### config.mk
export PLATFORM = sky130hd
export DESIGN_NAME = mdu_hilo
export DESIGN_NICKNAME = d
export VERILOG_FILES = /design/src/rtl/mdu_pkg.sv /design/src/rtl/mdu_div_core.sv /design/src/rtl/mdu_hilo.sv
export SDC_FILE = /design/constraint.sdc
export NUM_CORES = 1
export LEC_CHECK = 0
export CAP_MARGIN = 20
export CELL_PAD_IN_SITES_DETAIL_PLACEMENT = 0
export CELL_PAD_IN_SITES_GLOBAL_PLACEMENT = 1
export CORE_ASPECT_RATIO = 0.7
export CORE_MARGIN = 2
export CORE_UTILIZATION = 40
export DETAILED_ROUTE_END_ITERATION = 6
export MAX_ROUTING_LAYER = met4
export PLACE_DENSITY_LB_ADDON = 0.1
export SKIP_CTS_REPAIR_TIMING = 1
export SLEW_MARGIN = 20
export SYNTH_ARGS = -nofsm -noshare
export SYNTH_HDL_FRONTEND = slang
export SYNTH_SLANG_ARGS = --single-unit
### constraint.sdc
create_clock -name clk -period 12.2 [get_ports clk]
set_clock_uncertainty 0.15 [all_clocks]
set_input_delay 1.22 -clock clk [delete_from_list [all_inputs] [get_ports clk]]
set_output_delay 1.22 -clock clk [all_outputs]
set_load 0.005 [all_outputs]
### src/rtl/mdu_pkg.sv
// Shared definitions for the multiply/divide unit: op encodings, FSM states,
// iteration count and a small magnitude helper.
package mdu_pkg;

  localparam int unsigned ITERS = 32;

  typedef enum logic [2:0] {
    OP_MULT  = 3'd0,
    OP_MULTU = 3'd1,
    OP_DIV   = 3'd2,
    OP_DIVU  = 3'd3,
    OP_MTHI  = 3'd4,
    OP_MTLO  = 3'd5
  } mdu_op_e;

  typedef enum logic [1:0] {
    S_IDLE = 2'd0,
    S_MUL  = 2'd1,
    S_DIV  = 2'd2
  } mdu_state_e;

  // Two's-complement magnitude when neg is set, raw value otherwise.
  // 0x80000000 maps to itself, which is the correct unsigned magnitude.
  function automatic logic [31:0] mag32(input logic [31:0] v, input logic neg);
    return neg ? (~v + 32'd1) : v;
  endfunction

endpackage

### src/rtl/mdu_div_core.sv
// One restoring-divide step: shift the next dividend bit into the partial
// remainder, trial-subtract the divisor, keep the difference if it fits.
module mdu_div_core (
  input  logic [31:0] rem,
  input  logic [31:0] quo,
  input  logic [31:0] dvs,
  output logic [31:0] rem_nxt,
  output logic [31:0] quo_nxt
);

  logic [32:0] shifted;
  logic [32:0] trial;

  // Partial remainder stays below the divisor, so 33 bits hold the shifted
  // value and bit 32 of the trial difference is the borrow.
  always_comb begin
    shifted = {rem, quo[31]};
    trial   = shifted - {1'b0, dvs};
    if (!trial[32]) begin
      rem_nxt = trial[31:0];
      quo_nxt = {quo[30:0], 1'b1};
    end else begin
      rem_nxt = shifted[31:0];
      quo_nxt = {quo[30:0], 1'b0};
    end
  end

endmodule

### src/rtl/mdu_hilo.sv
// Iterative multiply/divide unit owning the HI/LO registers.
// Build option MDU_FAST_MUL_EN: single-cycle 33x33 multiply instead of the
// 32-cycle shift-add multiplier; HI/LO results are identical in both builds.
module mdu_hilo
  import mdu_pkg::*;
(
  input  logic        clk,
  input  logic        resetn,
  input  logic        start,
  input  logic [2:0]  op,
  input  logic [31:0] A,
  input  logic [31:0] B,
  input  logic        flush,
  output logic        busy,
  output logic        done,
  output logic [31:0] hi,
  output logic [31:0] lo
);

  mdu_state_e  state, state_nxt;
  logic [5:0]  cnt;
  logic [31:0] rem_q, quo_q, dvs_q;
  logic        neg_q, rsgn_q, dz_q;
  logic [31:0] hi_q, lo_q;
  logic        done_q;

  logic        accept, is_mul, is_div, sgn_op, last, fin, wr_hilo;
  logic [31:0] div_rem, div_quo;
  logic [63:0] mul_res;
  logic [31:0] res_hi, res_lo;

  assign accept = (state == S_IDLE) && start && !flush;
  assign is_mul = (op == OP_MULT) || (op == OP_MULTU);
  assign is_div = (op == OP_DIV)  || (op == OP_DIVU);
  assign sgn_op = (op == OP_MULT) || (op == OP_DIV);
  assign last   = (cnt == 6'(ITERS - 1));

  mdu_div_core u_div (
    .rem     (rem_q),
    .quo     (quo_q),
    .dvs     (dvs_q),
    .rem_nxt (div_rem),
    .quo_nxt (div_quo)
  );

`ifdef MDU_FAST_MUL_EN
  logic        ax_q, bx_q;
  logic [63:0] fa, fb;
  // quo_q/dvs_q carry the raw operands; ax_q/bx_q are the 33rd (extension) bits.
  assign fa      = {{32{ax_q}}, quo_q};
  assign fb      = {{32{bx_q}}, dvs_q};
  assign mul_res = fa * fb;
  localparam logic MUL_SINGLE = 1'b1;
`else
  logic [32:0] mul_sum;
  logic [31:0] mul_hi, mul_lo;
  logic [63:0] mul_mag;
  // Shift-add step: rem_q is the upper product half, quo_q holds the
  // remaining multiplier bits with product low bits shifting in from the top.
  assign mul_sum = {1'b0, rem_q} + (quo_q[0] ? {1'b0, dvs_q} : 33'd0);
  assign mul_hi  = mul_sum[32:1];
  assign mul_lo  = {mul_sum[0], quo_q[31:1]};
  assign mul_mag = {mul_hi, mul_lo};
  assign mul_res = neg_q ? (~mul_mag + 64'd1) : mul_mag;
  localparam logic MUL_SINGLE = 1'b0;
`endif

  // Final HI/LO values; division applies sign fix-up to the last step's output.
  always_comb begin
    res_hi = mul_res[63:32];
    res_lo = mul_res[31:0];
    if (state == S_DIV) begin
      res_hi = mag32(div_rem, rsgn_q);
      res_lo = mag32(div_quo, neg_q);
    end
  end

  // FSM state register.
  always_ff @(posedge clk or negedge resetn) begin
    if (!resetn) state <= S_IDLE;
    else         state <= state_nxt;
  end

  // Next state and completion; flush always wins over completion.
  always_comb begin
    state_nxt = state;
    fin       = 1'b0;
    case (state)
      S_IDLE: begin
        if (accept && is_mul)      state_nxt = S_MUL;
        else if (accept && is_div) state_nxt = S_DIV;
      end
      S_MUL: begin
        if (flush) state_nxt = S_IDLE;
        else if (MUL_SINGLE || last) begin
          state_nxt = S_IDLE;
          fin       = 1'b1;
        end
      end
      S_DIV: begin
        if (flush) state_nxt = S_IDLE;
        else if (dz_q || last) begin
          state_nxt = S_IDLE;
          fin       = 1'b1;
        end
      end
      default: state_nxt = S_IDLE;
    endcase
  end

  // Divide-by-zero completes without touching HI/LO.
  assign wr_hilo = fin && !((state == S_DIV) && dz_q);

  // Operand capture, iteration datapath, counter, HI/LO and done pulse.
  always_ff @(posedge clk or negedge resetn) begin
    if (!resetn) begin
      cnt    <= '0;
      rem_q  <= '0;
      quo_q  <= '0;
      dvs_q  <= '0;
      neg_q  <= 1'b0;
      rsgn_q <= 1'b0;
      dz_q   <= 1'b0;
      hi_q   <= '0;
      lo_q   <= '0;
      done_q <= 1'b0;
`ifdef MDU_FAST_MUL_EN
      ax_q   <= 1'b0;
      bx_q   <= 1'b0;
`endif
    end else begin
      done_q <= fin;
      if (accept) begin
        cnt <= '0;
        case (op)
          OP_MTHI: hi_q <= A;
          OP_MTLO: lo_q <= A;
          OP_MULT, OP_MULTU: begin
`ifdef MDU_FAST_MUL_EN
            quo_q <= A;
            dvs_q <= B;
            ax_q  <= sgn_op & A[31];
            bx_q  <= sgn_op & B[31];
`else
            rem_q <= '0;
            quo_q <= mag32(B, sgn_op & B[31]);
            dvs_q <= mag32(A, sgn_op & A[31]);
            neg_q <= sgn_op & (A[31] ^ B[31]);
`endif
          end
          OP_DIV, OP_DIVU: begin
            rem_q  <= '0;
            quo_q  <= mag32(A, sgn_op & A[31]);
            dvs_q  <= mag32(B, sgn_op & B[31]);
            neg_q  <= sgn_op & (A[31] ^ B[31]);
            rsgn_q <= sgn_op & A[31];
            dz_q   <= (B == 32'd0);
          end
          default: ;
        endcase
      end else if (state == S_DIV && !flush) begin
        rem_q <= div_rem;
        quo_q <= div_quo;
        cnt   <= fin ? 6'd0 : cnt + 6'd1;
      end
`ifndef MDU_FAST_MUL_EN
      else if (state == S_MUL && !flush) begin
        rem_q <= mul_hi;
        quo_q <= mul_lo;
        cnt   <= fin ? 6'd0 : cnt + 6'd1;
      end
`endif
      if (wr_hilo) begin
        hi_q <= res_hi;
        lo_q <= res_lo;
      end
    end
  end

  assign busy = (state != S_IDLE);
  assign done = done_q;
  assign hi   = hi_q;
  assign lo   = lo_q;

endmodule

# Word level (Yosys, flattened, before mapping)
# Index checks and enable logic that the tools add are counted.
op_classes:
  n_addsub: 8
  eq_ne: 13
  n_mux: 41
  bitwise_logic: 9
  n_reduce_logical: 34
op_table:
  columns: ["cell", "n"]
  rows:
  - ["$mux W32", 21]
  - ["$add A32 B1 Y32 const B", 4]
  - ["$not A32 Y32", 4]
  - ["$pmux W32 S2", 2]
  - ["$add A64 B1 Y64 const B", 1]
  - ["$mux W64", 1]
  - ["$not A64 Y64", 1]
  - ["$add A32 B32 Y33", 1]
  - ["$sub A33 B32 Y33", 1]
  - ["$logic_not A32 Y1", 1]
  - ["$mux W6", 4]
  - ["$reduce_and A2 Y1", 7]
  - ["$mux W2", 6]
  - ["$reduce_bool A2 Y1", 5]
  - ["$logic_and A1 B1 Y1", 8]
  - ["$add A6 B1 Y6 const B", 1]
  - ["$eq A3 B2 Y1 const B", 2]
  - ["$eq A3 B3 Y1 const B", 2]
  - ["$eq A6 B5 Y1 const B", 1]
  - ["$ne A3 B1 Y1 const B", 2]
  - ["$pmux W2 S3", 1]
  - ["$mux W1", 5]
  - ["$logic_or A1 B1 Y1", 4]
  - ["$reduce_or A2 Y1", 2]
  - ["other kinds (15)", 18]
word_totals:
  ff_bits: 172
  inputBits: 71
  output_inout_bits: 66
  wordCells: 116

# Depth between registers and ports, before layout
logic_depth:
  ltp_word: 9
  mapped_depth: 22
  mapped_depth_nobuf: 20

# Modules after synthesis
# Synthesis repeated with hierarchy kept, for this count alone.
unflattened:
  cells_unflattened: 2288
  area_unflattened_um2: 17630.7
modules_own_cells:
  columns: ["mod", "n_inst", "cells_each", "area_each_um2", "seq_area_each_um2"]
  rows:
  - ["mdu_hilo", 1, 1952, 15039.4, 4304.1]
  - ["mdu_div_core", 1, 336, 2591.2, 0.0]

# Least setup slack after synthesis
# No wires, ideal clock.
synth_timing:
  path_kind: "register -> register"
  from: "reg quo_q[31]"
  to: "reg hi_q[30] (netlist: hi[30])"
  setup_time_ps: 66
  arrival_time_ps: 4384
  required_ps: 11984
  slack_ps: 7600
  stages_incl_launch_ff: 22
  n_path_buf: 2
  synth_period_minus_slack_ps: 4600
  path_cell_list: "dfrtp_1 > inv_1 > ha_1 > inv_1 > fa_1 > a211oi_2 > o211ai_1 > and2_1 > o21ai_1 > a211oi_2 > inv_1 > clkbuf_1 > clkbuf_1 > mux2i_1 > ha_1 > inv_1 > nor2_1 > a2bb2oi_1 > o21a_1 > or4_1 > a311oi_1 > nand2b_1"
synth_via:
  elab_chain_len: 7
  word_cells_on_any_way: 10
  classes_between: "3 x add/sub; 5 x mux; 2 x bitwise"
synth_lines:
  columns: ["item", "line", "source"]
  rows:
  - ["start, declared", "mdu_hilo.sv:22", "logic [31:0] rem_q, quo_q, dvs_q;"]
  - ["start signal, assigned", "mdu_hilo.sv:146", "quo_q <= mag32(B, sgn_op & B[31]);"]
  - ["start signal, assigned", "mdu_hilo.sv:153", "quo_q <= mag32(A, sgn_op & A[31]);"]
  - ["start signal, assigned", "mdu_hilo.sv:163", "quo_q <= div_quo;"]
  - ["$sub A33 B32 Y33", "mdu_div_core.sv:18", "trial = shifted - {1'b0, dvs};"]
  - ["$mux W32", "mdu_div_core.sv:19", "if (!trial[32]) begin"]
  - ["$not A32 Y32", "mdu_pkg.sv:25", "return neg ? (~v + 32'd1) : v;"]
  - ["$add A32 B1 Y32", "mdu_pkg.sv:25", null]
  - ["$mux W32", "mdu_pkg.sv:25", null]
  - ["$mux W32 *", "mdu_hilo.sv:72", "if (state == S_DIV) begin"]
  - ["$mux W32 *", "mdu_hilo.sv:173", "if (wr_hilo) begin"]
  - ["end signal, assigned", "mdu_hilo.sv:174", "hi_q <= res_hi;"]
  - ["end, declared", "mdu_hilo.sv:24", "logic [31:0] hi_q, lo_q;"]
# Every way passes the cells marked *; elsewhere a longest branch is shown, timed or not.
# A chain may end at the register's enable or synchronous reset.

# Worst setup path after layout
layout_timing:
  from: "reg rem_q[10]"
  to: "reg hi_q[30] (netlist: hi[30])"
layout_via:
  elab_chain_len: 7
  word_cells_on_any_way: 11
  classes_between: "4 x add/sub; 5 x mux; 2 x bitwise"
layout_lines:
  columns: ["item", "line", "source"]
  rows:
  - ["start, declared", "mdu_hilo.sv:22", null]
  - ["start signal, assigned", "mdu_hilo.sv:162", "rem_q <= div_rem;"]
  - ["start signal, assigned", "mdu_hilo.sv:168", "rem_q <= mul_hi;"]
  - ["$sub A33 B32 Y33", "mdu_div_core.sv:18", null]
  - ["$mux W32", "mdu_div_core.sv:19", null]
  - ["$not A32 Y32", "mdu_pkg.sv:25", null]
  - ["$add A32 B1 Y32", "mdu_pkg.sv:25", null]
  - ["$mux W32", "mdu_pkg.sv:25", null]
  - ["$mux W32 *", "mdu_hilo.sv:72", null]
  - ["$mux W32 *", "mdu_hilo.sv:173", null]
# Marked as above.

==> impl_metrics.py <==
metrics = {
    "outcome": {
        "status": "complete, but fails checks",
        "violations": "design-rule violations",
    },
    "sta": {
        "max_slew_margin": 0.248,
        "slew_violations": 0,
        "setup_viol": 0,
        "finalCritPeriodShare": 0.504,
        "min_period_ps": 6150,
        "clock.fmax_mhz": 163,
        "setup_tns_ps": 0,
        "grt_setup_unrepaired": "false",
        "hold_violations": 0,
        "tightest_slew_ps": 1120,
    },
    "drt": {
        "via_per_inst": 6.24,
        "via_count": 18981,
        "wl_per_cell_um": 25.1,
        "drt_iter0_drc": 2271,
        "wl_met1_um": 36900,
        "final_antenna_net_count": 0,
        "wl_met3_um": 7190,
        "wl_met2_um": 30900,
        "drt_wl_total_um": 76500,
        "top_layer_used": "met4",
        "drc": 1,
        "drt_pass1_iterations": 7,
    },
    "finish": {
        "drive_gt1_frac": 0.0461,
        "fillers": 4518,
        "final_cell_mix": "nand2_1 (323), a21oi_1 (274), nor2_1 (249)",
        "final_util": 0.458,
        "diodes": 0,
        "nets": 2584,
        "syn_to_final_growth_pct": 13.5,
        "final_common_cell": "nand2_1",
    },
    "clock_network": {
        "clkLatencyLatePin_ps": 460,
        "cts_made_buffers": 17,
        "cts_tree": "yes",
        "clock_sinks": 172,
        "clkSlewWorstSetupHoldPaths_ps": 80,
        "cts.htree.levels": 4,
        "clk_root_buffer_cell": "clkbuf_16",
        "cts.path.max_buffers": 2,
    },
    "setup_path": {
        "cp-start-kind": "register",
        "crit_fanout": 60,
        "r2r_start": "rem_q[10]$_DFFE_PN0P_",
        "reg2reg_depth": 18,
        "crit_type": "reg -> reg",
        "crit_required_ps": 12440,
        "startpoint": "rem_q[10]$_DFFE_PN0P_",
        "endpoint_kind": "register",
        "worstPathArrival_ps": 6400,
    },
    "global_route": {
        "grt_pass1_vias": 17175,
        "grt_util_all_layers": 0.339,
        "grt_antenna_before_repair": 1,
        "grt-ovfl-total": 0,
        "grt_pass1_wl_um": 113000,
        "grt_max_degree": 89,
    },
    "logic_synthesis": {
        "synth_top_flop_cell": "dfrtp_1",
        "syn_nets": 2573,
        "postSynthCellCount": 2427,
        "synth-edff-count": 0,
        "synth.distinct_cells": 89,
        "async_reset_ff_frac": 1.00,
        "yosysWarnings": 0,
        "synth.yosys.seq_area_share": 0.245,
        "postSynthAreaPerCell_um2": 7.25,
        "synth_area_um2": 17600,
        "synth_seq_cells": 172,
    },
    "placement": {
        "post-dp-hpwl_um": 58900,
        "gp_congestion": 0.982,
        "portBuffers": 136,
    },
    "power": {
        "p_per_area_nw_per_um2": 310,
        "ir_drop_mv": 0.152,
        "cellLeakagePower_nw": 8.17,
    },
    "floorplan": {
        "die_area_um2": 45700,
        "die_w_um": 255,
        "core_um2": 43600,
        "rows": 64,
        "start_util": 0.404,
        "die_h_um": 179,
        "ioPinCount": 137,
    },
    "worst_hold_path": {
        "hold_start": "dvs_q[2]$_DFFE_PN0P_",
        "hold_depth": 2,
        "hold_class": "reg -> reg",
    },
    "run": {
        "drv_cap": 0,
    },
}
==> cells by family (layout without fill, tap and decap cells) <==
| logic type | after synthesis | count (layout) | synth area share |
|---|---|---|---|
| simple gates | 828 | 828 | 0.213 |
| mux | 41 | 41 | 0.0244 |
| fa+ha+maj | 75 | 75 | 0.0542 |
| compound gates | 836 | 836 | 0.298 |
| buf+inv | 250 | 273 | 0.0547 |
| flops | 172 | 172 | 0.245 |
| xor+xnor | 225 | 225 | 0.112 |
==> Yosys cell counts (6+ instances only) <==
| master | number | area share |
|---|---|---|
| a21oi_1 | 275 | 0.078 |
| nand3_1 | 29 | 0.0082 |
| buf_2 | 18 | 0.0051 |
| o21ai_1 | 21 | 0.0060 |
| o211a_1 | 6 | 0.0034 |
| clkbuf_1 | 148 | 0.032 |
| nor2b_1 | 11 | 0.0039 |
| and2_1 | 17 | 0.0060 |
| o211ai_1 | 29 | 0.012 |
| o21a_1 | 10 | 0.0043 |
| o31a_1 | 6 | 0.0030 |
| or4_1 | 14 | 0.0060 |
| a31oi_1 | 23 | 0.0082 |
| o31ai_1 | 33 | 0.014 |
| and3_1 | 13 | 0.0046 |
| a221o_1 | 7 | 0.0040 |
| a21o_1 | 22 | 0.0094 |
| a211o_1 | 7 | 0.0035 |
| xor2_1 | 114 | 0.057 |
| mux2i_1 | 35 | 0.020 |
| nand2_1 | 324 | 0.069 |
| ha_1 | 73 | 0.052 |
| a211oi_1 | 11 | 0.0047 |
| inv_1 | 72 | 0.015 |
| o41ai_1 | 9 | 0.0045 |
| dfrtp_1 | 172 | 0.24 |
| buf_1 | 9 | 0.0019 |
| nor3_1 | 47 | 0.013 |
| or3_1 | 20 | 0.0071 |
| nor2_1 | 253 | 0.054 |
| nand4_1 | 24 | 0.0085 |
| a21boi_0 | 13 | 0.0055 |
| nor4_1 | 27 | 0.0096 |
| a22o_1 | 21 | 0.010 |
| a22oi_1 | 45 | 0.019 |
| nand2b_1 | 12 | 0.0043 |
| o21bai_1 | 6 | 0.0026 |
| o21ai_0 | 219 | 0.062 |
| xnor2_1 | 111 | 0.055 |
| a222oi_1 | 16 | 0.0091 |
==> where the power goes <==
group / internal, mW / total [mW] / switching (mW)
Clock: 0.327 / 0.608 / 0.281
Combinational: 1.64 / 4.45 / 2.80
Sequential: 0.800 / 1.13 / 0.328
Total: 2.77 / 6.18 / 3.41
==> final timing paths <==
| check | end | slack [ps] |
|---|---|---|
| min | dvs_q[2]$_DFFE_PN0P_ | 340 |
| min in group asynchronous | rem_q[7]$_DFFE_PN0P_ | 680 |
| min reg2reg | dvs_q[2]$_DFFE_PN0P_ | 340 |
| max | hi[30]$_DFFE_PN0P_ | 6050 |
| max in group asynchronous | neg_q$_DFFE_PN0P_ | 9270 |
| max reg2reg | hi[30]$_DFFE_PN0P_ | 6050 |
==> critical path, stage by stage (launching register included) <==
cell and delay (ps):
dfrtp_1 460, ha_1 430, a21oi_1 290, o211ai_1 210, a221oi_1 550, a21oi_1 200, a211oi_4 180, buf_4 670
inv_1 500, buf_4 350, a21oi_1 310, ha_1 300, inv_1 150, nor2_1 120, a2bb2oi_1 100, o21a_1 280
or4_1 420, a311oi_1 260, nand2b_1 140
==> stage by stage <==
step           hold slack, ps  total power, mW  area [µm²]  setup WS, ps  instances
2_1_floorplan             300             4.05       17600          7600       2427
3_3_place_gp              320             5.43       19300          6480       3012
3_5_place_dp              333             5.44       19300          6300       3012
4_1_cts                   349             6.07       19900          6270       3043
5_1_grt                   385             6.64       20000          5700       3044
6_report                  345             6.18       20000          6050       3044
==> area by class of cell <==
cell class / count / area, µm² / share of cell area
Multi-Input combinational cell: 2005 / 12400 / 0.622
Sequential cell: 172 / 4310 / 0.216
Timing Repair Buffer: 168 / 1620 / 0.0811
Tap cell: 594 / 743 / 0.0372
Clock buffer: 17 / 425 / 0.0213
Inverter: 74 / 278 / 0.0139
Clock inverter: 14 / 184 / 0.00921
==> registers in the layout (all words and copies together) (netlist names) <==
register,cells
dvs_q,32
hi,32
lo,32
quo_q,32
rem_q,32
cnt,6
state,2
done,1
dz_q,1
neg_q,1
rsgn_q,1
==> per-layer routing <==
layer / global-route usage / vias to the layer above
met5: - / -
met4: 0.0749 / 0
met3: 0.0685 / 79
met2: 0.454 / 906
met1: 0.514 / 9273
li1: - / 8723
No activity file was read; power rests on OpenSTA's default activity.
